[config.mk]
export PLATFORM = sky130hd
export DESIGN_NAME = data_write_buffer
export DESIGN_NICKNAME = d
export VERILOG_FILES = /design/src/rtl/data_write_buffer.sv
export SDC_FILE = /design/constraint.sdc
export NUM_CORES = 1
export LEC_CHECK = 0
export ABC_CLOCK_PERIOD_IN_PS = 7000
export BUFFER_PORTS_ARGS = -buffer_cell sky130_fd_sc_hd__buf_2
export CAP_MARGIN = 20
export CORE_MARGIN = 5
export CORE_UTILIZATION = 30
export DETAILED_ROUTE_END_ITERATION = 7
export PLACE_DENSITY = 0.52
export SYNTH_ARGS = -nofsm -noshare
export SYNTH_HDL_FRONTEND = slang
export SYNTH_SLANG_ARGS = --single-unit
[constraint.sdc]
create_clock -name clk -period 7 [get_ports clk]
set_input_delay 0.35 -clock clk [delete_from_list [all_inputs] [get_ports clk]]
set_output_delay 0.35 -clock clk [all_outputs]
set_load 0.005 [all_outputs]
[src/rtl/data_write_buffer.sv]
// Posted-write FIFO between the store path and data RAM: single-cycle store
// accept, one-word-per-cycle drain, youngest-entry forwarding for loads.
module data_write_buffer #(
  parameter int DEPTH      = 4,
  parameter int DATA_WIDTH = 32
) (
  input  logic                    clk,
  input  logic                    rst,
  input  logic                    wr_en,
  input  logic [DATA_WIDTH-1:0]   wr_addr,
  input  logic [DATA_WIDTH-1:0]   wr_data,
  output logic                    full,
  output logic                    empty,
  output logic [$clog2(DEPTH):0]  count,
  input  logic [DATA_WIDTH-1:0]   rd_addr,
  output logic                    fwd_hit,
  output logic [DATA_WIDTH-1:0]   fwd_data,
  output logic                    ram_we,
  output logic [DATA_WIDTH-1:0]   ram_addr,
  output logic [DATA_WIDTH-1:0]   ram_wd,
  input  logic                    ram_ready
);

  localparam int PTR_W = $clog2(DEPTH);
  localparam int CNT_W = PTR_W + 1;
  localparam int AW    = DATA_WIDTH - 2;

  logic [AW-1:0]         addr_mem [DEPTH];
  logic [DATA_WIDTH-1:0] data_mem [DEPTH];

  logic [PTR_W-1:0] head_q, head_d;
  logic [PTR_W-1:0] tail_q, tail_d;
  logic [CNT_W-1:0] count_q, count_d;

  logic is_empty, is_full, push, pop;

  // Byte-offset bits are irrelevant for word entries.
  logic unused_ok;
  assign unused_ok = &{1'b0, wr_addr[1:0], rd_addr[1:0]};

  always_comb begin
    is_empty = (count_q == '0);
    is_full  = (count_q == CNT_W'(DEPTH));
    // Nothing is presented to RAM during a reset cycle, so reset never races a write.
    ram_we   = !is_empty && !rst;
    pop      = ram_we && ram_ready;
    push     = wr_en && (!is_full || pop) && !rst;

    head_d  = head_q;
    tail_d  = tail_q;
    count_d = count_q;
    if (pop) begin
      head_d = head_q + PTR_W'(1);
    end
    if (push) begin
      tail_d = tail_q + PTR_W'(1);
    end
    case ({push, pop})
      2'b10:   count_d = count_q + CNT_W'(1);
      2'b01:   count_d = count_q - CNT_W'(1);
      default: count_d = count_q;
    endcase
  end

  always_ff @(posedge clk) begin
    if (rst) begin
      head_q  <= '0;
      tail_q  <= '0;
      count_q <= '0;
    end else begin
      head_q  <= head_d;
      tail_q  <= tail_d;
      count_q <= count_d;
    end
  end

  // Contents are never cleared; validity comes solely from head/count.
  always_ff @(posedge clk) begin
    if (push) begin
      addr_mem[tail_q] <= wr_addr[DATA_WIDTH-1:2];
      data_mem[tail_q] <= wr_data;
    end
  end

  assign full  = is_full;
  assign empty = is_empty;
  assign count = count_q;

  always_comb begin
    ram_addr = '0;
    ram_wd   = '0;
    if (ram_we) begin
      ram_addr = {addr_mem[head_q], 2'b00};
      ram_wd   = data_mem[head_q];
    end
  end

  // Entries are viewed by age (0 = oldest at head) so the youngest match is
  // found relative to tail, independent of physical index across the wrap.
  logic                  age_hit  [DEPTH];
  logic [DATA_WIDTH-1:0] age_data [DEPTH];

  genvar gi;
  generate
    for (gi = 0; gi < DEPTH; gi++) begin : g_age
      logic [PTR_W-1:0] idx;
      assign idx          = head_q + PTR_W'(gi);
      assign age_hit[gi]  = (CNT_W'(gi) < count_q) &&
                            (addr_mem[idx] == rd_addr[DATA_WIDTH-1:2]);
      assign age_data[gi] = data_mem[idx];
    end
  endgenerate

  always_comb begin
    fwd_hit  = 1'b0;
    fwd_data = '0;
    for (int i = 0; i < DEPTH; i++) begin
      if (age_hit[i]) begin
        fwd_hit  = 1'b1;
        fwd_data = age_data[i];
      end
    end
  end

endmodule
==> results by group <==
Global route
  – Largest net degree at the start of global routing: 72
  – First-pass GRT wire length: 77.8 mm
  – GRT Total Usage: 0.166
  – Global route total overflow: 0
  – Initial antenna violation count: 14
  – Number of global-route vias before repair: 12300

Synthesis
  – Yosys reg bits: 257
  – Commonest cells post-synth: 248 x edfxtp_1, 145 x mux4_2, 113 x mux2i_1, 91 x nor2_1, 79 x xnor2_1
  – Count leader, synth: edfxtp_1
  – Area fraction of the dominant cell type after synthesis: 0.439
  – Post-synth EDFFs: 248
  – Main synth FF type: edfxtp_1
  – Post-Synthesis Cells: 1249
  – Async SR Flop Fraction: 0
  – Synth area leader: edfxtp_1
  – Ys Warns: 0
  – Mean Syn Cell Area: 13.6 um2
  – Count of cell types in the netlist: 58
  – Synth area leaders: edfxtp_1 44%, mux4_2 19%, mux2i_1 6.7%
  – Mapped Area: 17000 um2
  – Sequential-to-total area share from yosys stat: 0.450

Die
  – Die width: 248 um
  – DIE AREA: 61400 um2
  – Starting Density: 0.302
  – I/O pin cnt: 203
  – Chip Height: 248 um
  – Rows: 87
  – Core area: 56200 um2

Power
  – PD cells: 205 nW/um2
  – Peak supply drop: 0.000151 V
  – P_leak: 6.60 nW

Routing
  – Final antenna-violating net count: 0
  – Vias: 11800
  – Avg WL per Cell: 23.2 um
  – DRT iter0 DRCs: 685
  – Post-DR vias/cell: 5.26
  – Drt pass-1 iters: 5
  – DR DRC count: 0
  – Final WL: 51.9 mm

Critical path
  – Crit-path max FO: 42
  – Req. time, crit path: 6.65 ns
  – Setup crit end kind: primary output
  – CP arrival: 5.10 ns
  – Critical path class: reg -> out
  – Startpoint Class: flop

Timing
  – Pins Over Slew Limit: 0
  – Finish-stage setup viols: 0
  – Worst-margin pin slew: 0.906 ns
  – WHS: 0.0907 ns
  – Setup TNS: 0 ns
  – Hold Vio Cnt, Final: 0
  – RSZ-0062 raised after global routing: false
  – Min cycle time layout: 5.45 ns
  – FMAX: 0.183 GHz
  – Tcrit/Tclk final: 0.779
  – Max Clock Skew: 0.00866 ns
  – Slew headroom: 0.396

Place
  – Routability cong.: 0.786
  – Post-placement cell area: 18500 um2
  – PortBufs: 196
  – Final HPWL DP: 34.8 mm

Clock tree
  – Hold_buf cts: 62
  – Reg clk slew, reported paths: 0.06 ns
  – Post-CTS Setup Inserts: 0
  – CTS tree: yes
  – Clock tree root buffer cell: clkbuf_16
  – Num CTS Buffers: 30
  – CTS sink count: 257
  – Clk Latency, worst-skew pair: 0.58 ns
  – Cells resized by post-CTS repair: 0
  – CTS max path bufs: 3
  – Max H-tree Level: 1

Hold path
  – Worst hold path class: in -> reg

Cells and area
  – Layout area overhead: 18.6%
  – Fin nets: 1557
  – Post-route cell area: 20100 um2
  – Layout cells sized above 1: 0.334

Status
  – Status: complete, no violations

Job
  – MaxCap Viol Count: 0
registers in the layout (all words and copies together), names as in the netlist, named ones only:
| name | count |
|---|---|
| addr_mem | 120 |
| data_mem | 128 |
| head_q | 2 |
| count | 3 |
| tail_q | 2 |
worst max-delay path, stage by stage, from the launching register on:
cell	delay, ns
dfxtp_4	0.84
mux4_2	0.46
xor2_1	0.18
nor4_1	0.51
nand4_1	0.31
or4_4	0.50
nor3_4	0.75
o21ai_2	0.06
buf_4	0.29
o221ai_2	0.23
o21a_1	0.15
buf_2	0.15
stage by stage:
step / setup WS [ns] / utilization / cells / total power, mW
6_report: 1.55 / 0.358 / 2234 / 4.13
5_1_grt: 1.34 / 0.358 / 2234 / 4.31
4_1_cts: 1.50 / 0.358 / 2228 / 4.18
3_5_place_dp: 2.08 / 0.329 / 2110 / 2.58
3_3_place_gp: 2.15 / 0.329 / 2110 / 2.57
2_1_floorplan: 3.05 / - / 1250 / 2.33
layout by cell type, fill, tap and decap left out, drive strengths merged, types with 12 or more instances in the layout:
cell,netlist,routed
a221oi,18,18
o21a,20,20
nor4,12,12
inv,31,32
clkinv,0,13
xnor2,79,79
nand4,18,18
xor2,38,38
mux4,145,145
mux2i,113,113
a31oi,15,15
a21oi,40,40
clkbuf,46,35
dlygate4sd3,0,62
o221ai,21,21
nand2,38,38
o21ai,27,27
a211oi,18,18
edfxtp,248,248
nor2,91,91
and2,58,58
mux2,39,39
buf,66,216
layer usage:
| layer | vias to the layer above | global-route usage | share of wire |
|---|---|---|---|
| met5 | - | 0 | 0.0015 |
| met4 | 14 | 0.0414 | 0.019 |
| met3 | 72 | 0.0284 | 0.052 |
| met2 | 271 | 0.282 | 0.49 |
| met1 | 6102 | 0.224 | 0.44 |
| li1 | 5302 | - | - |
where the power goes:
part | internal, mW | switching [mW] | total (mW)
Combinational | 0.363 | 0.406 | 0.768
Sequential | 1.74 | 0.0603 | 1.80
Clock | 0.915 | 0.642 | 1.56
area by class of cell:
class / instances / area [um2]
diodes: 6 / 15.0
clock buffers: 35 / 791
repair buffers: 278 / 1760
clock inverters: 21 / 191
well taps: 756 / 946
fillers: 5496 / 36100
inverters: 31 / 116
multi-input cells: 850 / 8650
flip-flops and latches: 257 / 7640
kinds of logic (layout without fill, tap and decap cells):
| group | count (synthesis) | after routing | synth area share |
|---|---|---|---|
| xor gates and xnor gates | 117 | 117 | 0.0604 |
| DFF | 257 | 257 | 0.450 |
| AOI/OAI and AO/OA | 180 | 180 | 0.0828 |
| adders and majority gates | 9 | 9 | 0.00664 |
| other | 1 | 8 | 0.000221 |
| and+or+nand+nor | 245 | 245 | 0.0734 |
| muxes | 297 | 297 | 0.285 |
| buffers and inverters | 143 | 365 | 0.0415 |
path summary, 6_finish.rpt:
| kind | startpoint | end | slack (ns) | cells past startpoint |
|---|---|---|---|---|
| min reg2reg | tail_q[1] | tail_q[1] | 0.57 | 2 |
| max | flop | fwd_data[24] | 1.55 | 11 |
| max reg2reg | count[0] | data_mem[0][13] | 2.20 | 11 |
| min | rst | head_q[0] | 0.09 | 2 |
No activity file was read; power rests on OpenSTA's default activity.
